[src/rtl/arb_grant_sink_if.sv]
// Handshake bundle for arb_grant_sink: upstream winner index in, buffered index out.
interface arb_grant_sink_if;
  logic       valid_i;
  logic [2:0] data_i;
  logic       ready_o;
  logic       valid_o;
  logic [2:0] data_o;
  logic       ready_i;

  modport slave (
    input  valid_i, data_i, ready_i,
    output ready_o, valid_o, data_o
  );

  modport master (
    output valid_i, data_i, ready_i,
    input  ready_o, valid_o, data_o
  );
endinterface

[src/rtl/arb_grant_sink.sv]
// Grant sink: buffers arbiter winner indices in a FIFO and keeps saturating per-channel grant counts.
// Optional macro ARB_SINK_BYPASS_EN adds a same-cycle empty-FIFO bypass from data_i to data_o.
module arb_grant_sink #(
  parameter  int unsigned DEPTH = 4,
  parameter  int unsigned CNT_W = 16,
  localparam int unsigned LVL_W = $clog2(DEPTH) + 1
) (
  input  logic              clk,
  input  logic              reset_n,
  arb_grant_sink_if.slave   bus,
  input  logic              clear_i,
  input  logic [2:0]        cnt_sel_i,
  output logic [CNT_W-1:0]  cnt_o,
  output logic [LVL_W-1:0]  level_o
);

  localparam int unsigned AW = LVL_W - 1;

  logic [LVL_W-1:0] wr_ptr, rd_ptr;
  logic [2:0]       mem [DEPTH];
  logic [CNT_W-1:0] cnt [8];
  logic             live;
  logic             full, empty, push, pop, bypass, valid, wr_en, rd_en;

  always_comb begin
    full   = (wr_ptr[AW] != rd_ptr[AW]) && (wr_ptr[AW-1:0] == rd_ptr[AW-1:0]);
    empty  = (wr_ptr == rd_ptr);
    bus.ready_o = live && !full;
    push   = bus.valid_i && bus.ready_o;
`ifdef ARB_SINK_BYPASS_EN
    bypass = empty && push && bus.ready_i;
    valid  = !empty || bypass;
    bus.data_o = empty ? (bypass ? bus.data_i : '0) : mem[rd_ptr[AW-1:0]];
`else
    bypass = 1'b0;
    valid  = !empty;
    bus.data_o = empty ? '0 : mem[rd_ptr[AW-1:0]];
`endif
    bus.valid_o = valid;
    pop    = valid && bus.ready_i;
    // A bypassed entry is both pushed and popped without touching storage.
    wr_en  = push && !bypass;
    rd_en  = pop && !bypass;
  end

  always_ff @(posedge clk or negedge reset_n) begin
    if (!reset_n) begin
      live   <= 1'b0;
      wr_ptr <= '0;
      rd_ptr <= '0;
    end else begin
      live <= 1'b1;
      if (wr_en) wr_ptr <= wr_ptr + 1'b1;
      if (rd_en) rd_ptr <= rd_ptr + 1'b1;
    end
  end

  always_ff @(posedge clk) begin
    if (wr_en) mem[wr_ptr[AW-1:0]] <= bus.data_i;
  end

  always_ff @(posedge clk or negedge reset_n) begin
    if (!reset_n) begin
      for (int unsigned i = 0; i < 8; i++) cnt[i] <= '0;
    end else if (clear_i) begin
      for (int unsigned i = 0; i < 8; i++) cnt[i] <= '0;
    end else if (push && (cnt[bus.data_i] != '1)) begin
      cnt[bus.data_i] <= cnt[bus.data_i] + CNT_W'(1);
    end
  end

  always_comb begin
    cnt_o   = cnt[cnt_sel_i];
    level_o = wr_ptr - rd_ptr;
  end

endmodule

[src/flat_wrapper.sv]
// flat-port wrapper written by rule: the top's interface ports become plain ports
module arb_grant_sink_flat 
#(
  parameter  int unsigned DEPTH = 4,
  parameter  int unsigned CNT_W = 16,
  localparam int unsigned LVL_W = $clog2(DEPTH) + 1
)
  (clk, reset_n, clear_i, cnt_sel_i, cnt_o, level_o, bus_valid_i, bus_data_i, bus_ready_i, bus_ready_o, bus_valid_o, bus_data_o);
  arb_grant_sink_if bus_i ();
  input  logic clk;
  input  logic reset_n;
  input  logic clear_i;
  input  logic [2:0] cnt_sel_i;
  output logic [CNT_W-1:0] cnt_o;
  output logic [LVL_W-1:0] level_o;
  input wire logic [$bits(bus_i.valid_i)-1:0] bus_valid_i;
  input wire logic [$bits(bus_i.data_i)-1:0] bus_data_i;
  input wire logic [$bits(bus_i.ready_i)-1:0] bus_ready_i;
  output wire logic [$bits(bus_i.ready_o)-1:0] bus_ready_o;
  output wire logic [$bits(bus_i.valid_o)-1:0] bus_valid_o;
  output wire logic [$bits(bus_i.data_o)-1:0] bus_data_o;
  assign bus_i.valid_i = bus_valid_i;
  assign bus_i.data_i = bus_data_i;
  assign bus_i.ready_i = bus_ready_i;
  assign bus_ready_o = bus_i.ready_o;
  assign bus_valid_o = bus_i.valid_o;
  assign bus_data_o = bus_i.data_o;
  arb_grant_sink #(.DEPTH(DEPTH), .CNT_W(CNT_W)) u_core (.clk(clk), .reset_n(reset_n), .bus(bus_i), .clear_i(clear_i), .cnt_sel_i(cnt_sel_i), .cnt_o(cnt_o), .level_o(level_o));
endmodule
[config.mk]
export PLATFORM = sky130hd
export DESIGN_NAME = arb_grant_sink_flat
export DESIGN_NICKNAME = d
export VERILOG_FILES = /design/src/rtl/arb_grant_sink_if.sv /design/src/rtl/arb_grant_sink.sv /design/src/flat_wrapper.sv
export SDC_FILE = /design/constraint.sdc
export NUM_CORES = 1
export LEC_CHECK = 0
export ABC_CLOCK_PERIOD_IN_PS = 3100
export BUFFER_PORTS_ARGS = -buffer_cell sky130_fd_sc_hd__buf_2
export CAP_MARGIN = 20
export CORE_MARGIN = 2
export CORE_UTILIZATION = 60
export DETAILED_ROUTE_END_ITERATION = 8
export PLACE_DENSITY_LB_ADDON = 0.05
export REMOVE_ABC_BUFFERS = 1
export SYNTH_ARGS = -nofsm -noshare
export SYNTH_HDL_FRONTEND = slang
export SYNTH_SLANG_ARGS = --single-unit
[constraint.sdc]
create_clock -name clk -period 3.1 [get_ports clk]
set_clock_uncertainty 0.05 [all_clocks]
set_input_delay 0.155 -clock clk [delete_from_list [all_inputs] [get_ports clk]]
set_output_delay 0.155 -clock clk [all_outputs]
set_load 0.01 [all_outputs]
==> out/metrics.cfg, run 1 <==
[worst_setup_path]
critPathLaunchType=flop
reg2regPathDepth=12
arrival_ns=3.15
r2r_end=u_core.cnt[52]$_DFFE_PN0P_
r2r_start=u_core.cnt[96]$_DFFE_PN0P_
required_ns=3.40
end_kind=flop
path_class=reg2reg
rrSetupSlack_ns=0.24
crit_fanout=9

[cts]
cts_tree=yes
clock_sinks=147
root_buffer=clkbuf_16
cts_resized=0
cts_htree_levels=4
path_clk_slew_ns=0.06
clockBufferDepth=2
cts_hold_buf=2
cts-buffers-inserted=17
worstSkewPairLatency_ns=0.44
post-cts-setup-buffers=0

[detailed_routing]
num_vias=6039
drt_pass1_iterations=5
drtAntennaViolNets=0
viasPerCell=6.411
wl_per_cell_um=23.10
drc=0
routed_wl_um=21760
drt-initial-drc-count=437

[timing]
slew_violations=0
setup_viol=0
rsz0062_at_grt=false
hold_viol=0
timing.fmax_ghz=0.3502
fin_crit_sh=0.9211
setup_ws_ns=0.2446
worst_slew_pin_slew_ns=0.8964
maxSlewHeadroom=0.4024
post-route-min-period_ns=2.855

[final_layout]
diodes=0
area_growth_pct=11.03
drive_above_1_share=0.2704
final_core_util=0.6766
fillCellCount=1094
nets=765

[synthesis]
yosys_warnings=0
synth_top_cells_by_count=138 x mux2i_1, 135 x dfrtp_1, 134 x nand2_1
synth_edf_count=12
synthTopCellsByArea=dfrtp_1 38%, mux2i_1 16%, mux4_2 14%
netlist_instances=700
synthMostInstantiatedCell=mux2i_1
ys_ff_latch=147
yosysTopAreaCellShare=0.3843
avgSynthCellArea_um2=12.56
ys_seq_area_frac=0.4253
yosysUniqueCellTypes=71
synth_area_um2=8790
synth_area_leader_cell=dfrtp_1
yosys_most_used_dff=dfrtp_1
async_flop_share=0.9184

[grt]
grt_pass1_wl_um=35980
first_global_vias=6428
grt_use_total=0.2978
grt_max_degree=79
antenna_found_initial=0
globalRouteOverflowTotal=0

[placement]
dpl.hpwl_um=14450
io_buffers=34
globalplace.congestion=0.8143
pre_cts_ws_ns=0.1134

[floorplan]
die_area_um2=15630
start_util=0.6094
ios=35
num_rows=44
die_x_um=125.0
core_area_um2=14420
fp.dieH_um=125.0

[min_path]
hold_class=in2reg
min_from=bus_valid_i
whs_endpoint=u_core.mem[0][1]$_DFFE_PP_
hold_depth=2

[power_and_ir_drop]
p_per_area_nw_per_um2=512.3
cellLeakagePower_nw=4.922
ir_worst_vdd_uv=428.5

[status]
outcome=finished, final reports clean

[job]
max-cap-violations=0

[sequential cells by signal, indices dropped and copies added (netlist names)]
signal	count
u_core.mem	12
u_core.wr_ptr	3
u_core.rd_ptr	3
u_core.cnt	128
u_core.live	1
[report_power, final]
group	leakage (nW)	total [W]	internal (W)	switching, W
registers	1.98	0.00208	0.00201	0.0000726
clock network	0.289	0.00204	0.00124	0.000805
logic	2.65	0.000872	0.000378	0.000495
total	4.92	0.00500	0.00363	0.00137
[worst max-delay path by stage]
stage                             endpoint  slack (ns)                       start  cells after the start
5_1_grt         u_core.cnt[57]$_DFFE_PN0P_        0.05  u_core.cnt[96]$_DFFE_PN0P_                     12
2_1_floorplan  u_core.cnt[109]$_DFFE_PN0P_       -0.27                     clear_i                      4
3_5_place_dp    u_core.cnt[52]$_DFFE_PN0P_        0.11               bus_data_i[1]                     14
4_1_cts         u_core.cnt[52]$_DFFE_PN0P_        0.26  u_core.cnt[32]$_DFFE_PN0P_                     12
6_report        u_core.cnt[52]$_DFFE_PN0P_        0.24  u_core.cnt[96]$_DFFE_PN0P_                     12
3_3_place_gp   u_core.cnt[108]$_DFFE_PN0P_        0.20               bus_data_i[1]                     13
[area by class of cell]
class | count | area [um^2] | area share
clock buffer | 22 | 474.2 | 0.04859
inverter | 10 | 38.79 | 0.003974
tap | 184 | 230.2 | 0.02359
timing repair buffer | 79 | 594.3 | 0.06090
multi-input combinational | 490 | 4577 | 0.4690
clock inverter | 10 | 106.4 | 0.01090
sequential | 147 | 3739 | 0.3831
[worst max-delay path, stage by stage (launching register included)]
cell	delay, ns
dfrtp_1	0.37
mux2i_1	0.08
a211oi_1	0.29
a211oi_2	0.08
inv_1	0.07
ha_1	0.16
o21ai_1	0.10
nor3_2	0.43
nand4_4	0.20
buf_4	0.22
nand4_4	0.16
buf_4	0.31
mux2i_1	0.23
[metrics by stage]
stage | hold WS, ns | area [um^2] | total power (W) | setup TNS, ns | instances
final | 0.1712 | 9759 | 0.005000 | 0 | 942
after global routing | 0.1738 | 9759 | 0.005202 | 0 | 942
after CTS | 0.1557 | 9759 | 0.005033 | 0 | 942
after detailed placement | 0.2043 | 9159 | 0.002997 | 0 | 908
after global placement | 0.1911 | 9159 | 0.002959 | 0 | 908
after floorplan | -0.1906 | 8353 | 0.002606 | -6.067 | 647
[layer usage]
layer / vias to the layer above / share of wire / GRT usage
li1: 2652 / - / -
met4: 0 / 0.017 / 0.09085
met2: 228 / 0.50 / 0.4872
met3: 30 / 0.061 / 0.06376
met5: - / 0 / 0
met1: 3129 / 0.42 / 0.4047
[cells in the final DEF (no fill, tap or decap), types with 7 or more instances in the layout]
cell and instances:
mux2i_1 138, dfrtp_1 135, nand2_1 134, mux4_2 54, buf_4 37, buf_2 33, mux2_2 24, clkbuf_16 17
edfxtp_1 12, xnor2_1 8, mux2_1 8, nor2b_1 8, ha_1 8, inv_1 7, clkinv_2 7, or3_1 7
[logic make-up (layout without fill, tap and decap cells)]
kind of cell | after synthesis | count (layout) | synth area share
compound gates | 37 | 37 | 0.03203
xor+xnor | 9 | 9 | 0.008968
fa+ha+maj | 9 | 9 | 0.01367
buf+inv | 63 | 121 | 0.05395
flops | 147 | 147 | 0.4253
mux | 228 | 228 | 0.3456
other cells | 1 | 1 | 0.0004266
simple gates | 206 | 206 | 0.1200
Note: power is estimated with default switching activity, not from simulation.
==> run 2: changes to the inputs <==
--- a/config.mk
+++ b/config.mk
@@ -12,7 +12,6 @@
 export CORE_UTILIZATION = 60
 export DETAILED_ROUTE_END_ITERATION = 8
 export PLACE_DENSITY_LB_ADDON = 0.05
-export REMOVE_ABC_BUFFERS = 1
 export SYNTH_ARGS = -nofsm -noshare
 export SYNTH_HDL_FRONTEND = slang
 export SYNTH_SLANG_ARGS = --single-unit
==> out/metrics.cfg, run 2 (same netlist as run 1, synthesis figures left out) <==
[final_layout]
nets=767
diodes=0
fin_cells=943
final_core_util=0.6754
final_common_cell=mux2i_1
largest_reg_flops=128
drive_above_1_share=0.2727
area_growth_pct=10.83
top_register=u_core.cnt
final_cell_mix=138 x mux2i_1, 135 x dfrtp_1, 134 x nand2_1
final_cell_area_um2=9742

[placement]
pre_cts_ws_ns=-0.05361
io_buffers=34
globalplace.congestion=0.8375
placed_cells=910
place_area_um2=9158
dpl.hpwl_um=14480

[timing]
fin_crit_sh=0.9093
hold_slack_ns=0.1428
slew_violations=0
setup_ws_ns=0.2812
post-route-min-period_ns=2.819
maxSlewHeadroom=0.3585
worst_slew_pin_slew_ns=0.9622
hold_viol=0
rsz0062_at_grt=false
timing.fmax_ghz=0.3548
setup_viol=0

[floorplan]
core_area_um2=14420
die_area_um2=15630
die_x_um=125.0
fp.dieH_um=125.0
start_util=0.6094
ios=35
num_rows=44

[power_and_ir_drop]
swShare=0.2814
cellLeakagePower_nw=4.901
ir_worst_vdd_uv=427.3
power_switching_w=0.001394
seq_power_share=0.421
p_per_area_nw_per_um2=508.6
p_clk_frac=0.403
p_comb_frac=0.176
power.internal_w=0.003561

[cts]
clockBufferDepth=2
cts-buffers-inserted=17
clock_sinks=147
root_buffer=clkbuf_16
worstSkewPairLatency_ns=0.43
cts_hold_buf=2
cts_tree=yes
post-cts-setup-buffers=0
path_clk_slew_ns=0.06
cts_htree_levels=4
cts_resized=0

[detailed_routing]
drt-initial-drc-count=566
routed_wl_um=22260
num_vias=6033
wl_per_cell_um=23.61
drc=0
viasPerCell=6.398
drtAntennaViolNets=0
drt_pass1_iterations=4

[worst_setup_path]
crit_fanout=8
rrSetupSlack_ns=0.28
crit_chain=mux4_2 > mux2_2 > ha_1 > o21ai_1 > nor3_2 > nand4_4 > nand4b_1 > buf_4 > mux2i_1
critPathLaunchType=flop
r2r_start=u_core.cnt[49]$_DFFE_PN0P_
path_class=reg2reg
r2r_end=u_core.cnt[124]$_DFFE_PN0P_
slowest_stage=mux4_2
arrival_ns=3.07
end_kind=flop
cpPeakStageDelay_ns=0.47
required_ns=3.35
reg2regPathDepth=9

[status]
outcome=finished, final reports clean

[grt]
globalRouteOverflowTotal=0
first_global_vias=6233
grt_pass1_wl_um=35710
grt_use_total=0.2980
grt_max_degree=77
antenna_found_initial=0

[synthesis]
syn_nets=720

[job]
max-cap-violations=0

[min_path]
hold_class=in2async

-- run 2: through the flow --
stage               TNS [ns]  total power [W]
floorplan                  0         0.002692
global placement           0         0.002969
detailed placement   -0.5703         0.002998
CTS                        0         0.004989
global route               0         0.005123
finish                     0         0.004955
-- run 2: power by group through the flow --
stage | combinational [W] | clock (W) | sequential, W
6_report | 0.000871 | 0.00200 | 0.00209
2_1_floorplan | 0.000593 | 0 | 0.00210
3_5_place_dp | 0.000877 | 0 | 0.00212
3_3_place_gp | 0.000850 | 0 | 0.00212
4_1_cts | 0.000880 | 0.00202 | 0.00209
5_1_grt | 0.000946 | 0.00208 | 0.00210
-- run 2: worst max-delay path by stage --
stage | start | endpoint | slack (ns) | depth (start not counted)
after CTS | u_core.cnt[49]$_DFFE_PN0P_ | u_core.cnt[124]$_DFFE_PN0P_ | 0.31 | 9
after global placement | bus_data_i[1] | u_core.cnt[116]$_DFFE_PN0P_ | 0.01 | 9
after floorplan | bus_data_i[2] | u_core.cnt[114]$_DFFE_PN0P_ | 0.26 | 15
after global routing | u_core.cnt[96]$_DFFE_PN0P_ | u_core.cnt[121]$_DFFE_PN0P_ | 0.14 | 11
after detailed placement | bus_data_i[1] | u_core.cnt[116]$_DFFE_PN0P_ | -0.05 | 9
final | u_core.cnt[49]$_DFFE_PN0P_ | u_core.cnt[124]$_DFFE_PN0P_ | 0.28 | 9
-- run 2: routing by layer --
layer  routed length [um]  global-route usage  vias up
li1                     -                   -     2654
met1                 9947              0.4163     3156
met2                10940              0.4850      189
met3                  991             0.05605       34
met4                  383             0.08431        0
met5                    0                   0        -
-- run 2: worst max-delay path: cells and delay by family, from the launching register on --
kind	cells	cell delay, ns
muxes	3	0.91
adders and majority gates	1	0.20
AOI/OAI and AO/OA	1	0.20
buffers and inverters	1	0.31
and+or+nand+nor	3	0.61
DFF	1	0.40
-- run 2: area by class of cell --
| class | instances | area [um^2] |
|---|---|---|
| clock buffer | 22 | 484.2 |
| clock inverter | 9 | 80.08 |
| fill | 1097 | 4682 |
| inverter | 10 | 38.79 |
| multi-input combinational | 490 | 4577 |
| sequential | 147 | 3739 |
| tap | 184 | 230.2 |
| timing repair buffer | 81 | 593.1 |
==> run 3: changes to the inputs <==
--- a/config.mk
+++ b/config.mk
@@ -11,6 +11,7 @@
 export CORE_MARGIN = 2
 export CORE_UTILIZATION = 60
 export DETAILED_ROUTE_END_ITERATION = 8
+export GPL_TIMING_DRIVEN = 0
 export PLACE_DENSITY_LB_ADDON = 0.05
 export SYNTH_ARGS = -nofsm -noshare
 export SYNTH_HDL_FRONTEND = slang
==> out/metrics.cfg, run 3 (same netlist as run 1, synthesis figures left out) <==
[status]
outcome=finished, final reports clean

[timing]
setup_viol=0
worst_slew_pin_slew_ns=1.040
rsz0062_at_grt=false
maxSlewHeadroom=0.3068
fin_crit_sh=0.9734
post-route-min-period_ns=3.018
hold_viol=0
setup_tns_ns=0
slew_violations=0
timing.fmax_ghz=0.3314

[power_and_ir_drop]
p_comb_frac=0.181
cellLeakagePower_nw=4.968
power.internal_w=0.003681
p_per_area_nw_per_um2=515.4
swShare=0.2819
total_power_w=0.005126
p_clk_frac=0.412
seq_power_share=0.407
ir_worst_vdd_uv=468.5
power_switching_w=0.001445

[placement]
globalplace.congestion=0.8878
place_area_um2=9214
io_buffers=32
placed_cells=917
dpl.hpwl_um=15950

[grt]
antenna_found_initial=0
grt_use_total=0.3267
grt_pass1_wl_um=37970
globalRouteOverflowTotal=0
grt_use_met3=0.08087
first_global_vias=6453
grt_util_met2=0.5176
busiest_layer=met2
use_met1=0.4373
grt_max_degree=75

[floorplan]
die_x_um=125.0
die_area_um2=15630
start_util=0.6094
num_rows=44
core_area_um2=14420
fp.dieH_um=125.0
ios=35

[detailed_routing]
drt_pass1_iterations=5
drc=0
viasPerCell=6.557
drtAntennaViolNets=0
drt-initial-drc-count=550
num_vias=6282
routed_wl_um=24530
wl_per_cell_um=25.60

[worst_setup_path]
cp_top_family=buffers and inverters
crit_fanout=10
crit_chain=buf_2 > buf_6 > buf_12 > buf_12 > buf_6 > mux2i_1 > o21ai_1 > a211oi_4 > inv_1 > ha_1 > o21ai_2 > nor3_4 > nand4_4 > nand4_4 > buf_6 > mux2i_1
path_class=in2reg
cp-startpoint=bus_data_i[2]
critPathLaunchType=input pin
slowest_stage=a211oi_4
r2r_start=u_core.cnt[80]$_DFFE_PN0P_
cpPeakStageDelay_ns=0.46
critPathBufInv=7
cp_common_cell=buf_6
end_kind=flop
required_ns=3.34
arrival_ns=3.25

[min_path]
hold_class=in2reg
min_from=bus_valid_i

[cts]
cts_htree_levels=4
cts_tree=yes
path_clk_slew_ns=0.06
worstSkewPairLatency_ns=0.43
clockBufferDepth=2
cts-buffers-inserted=17
clock_sinks=147
root_buffer=clkbuf_16

[final_layout]
final_cell_area_um2=9946
top_register=u_core.cnt
nets=781
multi_input_area_um2=4616
drive_above_1_share=0.2558
regArea_um2=3739
area_growth_pct=13.15
diodes=0
final_common_cell=mux2i_1
fin_cells=958
fillCellCount=1062
largest_reg_flops=128
final_cell_mix=138 x mux2i_1, 135 x dfrtp_1, 134 x nand2_1

[job]
max-cap-violations=0

[synthesis]
syn_nets=720

-- run 3: cell types whose count changed in the layout (fill, tap and decap cells not counted), moves of 2 or more --
cell / previous run / this run
buf_6: 0 / 16
clkinv_4: 0 / 2
clkbuf_8: 4 / 1
buf_4: 41 / 4
clkbuf_1: 1 / 22
buf_2: 33 / 35
o21ai_1: 4 / 2
o21ai_2: 0 / 2
buf_8: 0 / 3
dlygate4sd3_1: 2 / 5
bufinv_16: 1 / 3
buf_1: 0 / 4
-- run 3: per-layer routing --
| layer | up-vias | share of wire |
|---|---|---|
| met5 | - | 0 |
| met1 | 3188 | 0.39 |
| li1 | 2700 | - |
| met4 | 0 | 0.042 |
| met3 | 77 | 0.086 |
| met2 | 317 | 0.48 |
-- run 3: final timing paths --
check                                                     to  cells after the start  slack, ns
max in group asynchronous        u_core.cnt[116]$_DFFE_PN0P_                      3       1.99
worst min-delay path              u_core.mem[2][0]$_DFFE_PP_                      2       0.17
worst max-delay path              u_core.cnt[55]$_DFFE_PN0P_                     16       0.08
worst max register to register    u_core.cnt[55]$_DFFE_PN0P_                     11       0.23
min in group asynchronous         u_core.cnt[21]$_DFFE_PN0P_                      2       0.23
worst min register to register  u_core.wr_ptr[2]$_DFFE_PN0P_                      1       0.45
-- run 3: worst register-to-register path: cells and delay by family, from the launching register on --
kind	cells	cell delay (ns)
simple gates	3	0.58
mux	2	0.31
buf+inv	2	0.38
flops	1	0.41
fa+ha+maj	1	0.24
compound gates	3	0.77
-- run 3: cell type report --
class / instances / area share
clock buffer: 19 / 0.04453
clock inverter: 13 / 0.01598
inverter: 10 / 0.003774
multi-input combinational: 490 / 0.4641
tap: 184 / 0.02315
timing repair buffer: 42 / 0.02868
sequential: 147 / 0.3759
buffer: 53 / 0.04390
-- run 3: power by group through the flow --
stage / clock network (W) / registers (W) / logic, W
6_report: 0.00211 / 0.00209 / 0.000926
5_1_grt: 0.00223 / 0.00210 / 0.000992
4_1_cts: 0.00214 / 0.00209 / 0.000923
3_5_place_dp: 0 / 0.00212 / 0.000907
3_3_place_gp: 0 / 0.00212 / 0.000881
2_1_floorplan: 0 / 0.00210 / 0.000593
-- run 3: repair_timing --
| action | in CTS | in global routing |
|---|---|---|
| gates resized for setup | 4 | 3 |
| endpoints found under the hold margin | 75 | 0 |
| buffers inserted | 2 | 0 |
| setup endpoints to repair | 89 | 50 |
| pin swaps | 1 | 1 |
| hold buffers | 5 | 0 |
-- run 3: metrics by stage --
step	util	hold slack [ns]	worst slack, ns
after global placement	0.6365	0.3418	-0.5650
final	0.6895	0.1666	0.08245
after detailed placement	0.6388	0.1311	-0.6261
after global routing	0.6895	0.1765	0.001493
after CTS	0.6865	0.1685	0.1279
after floorplan	-	-0.1906	0.2576
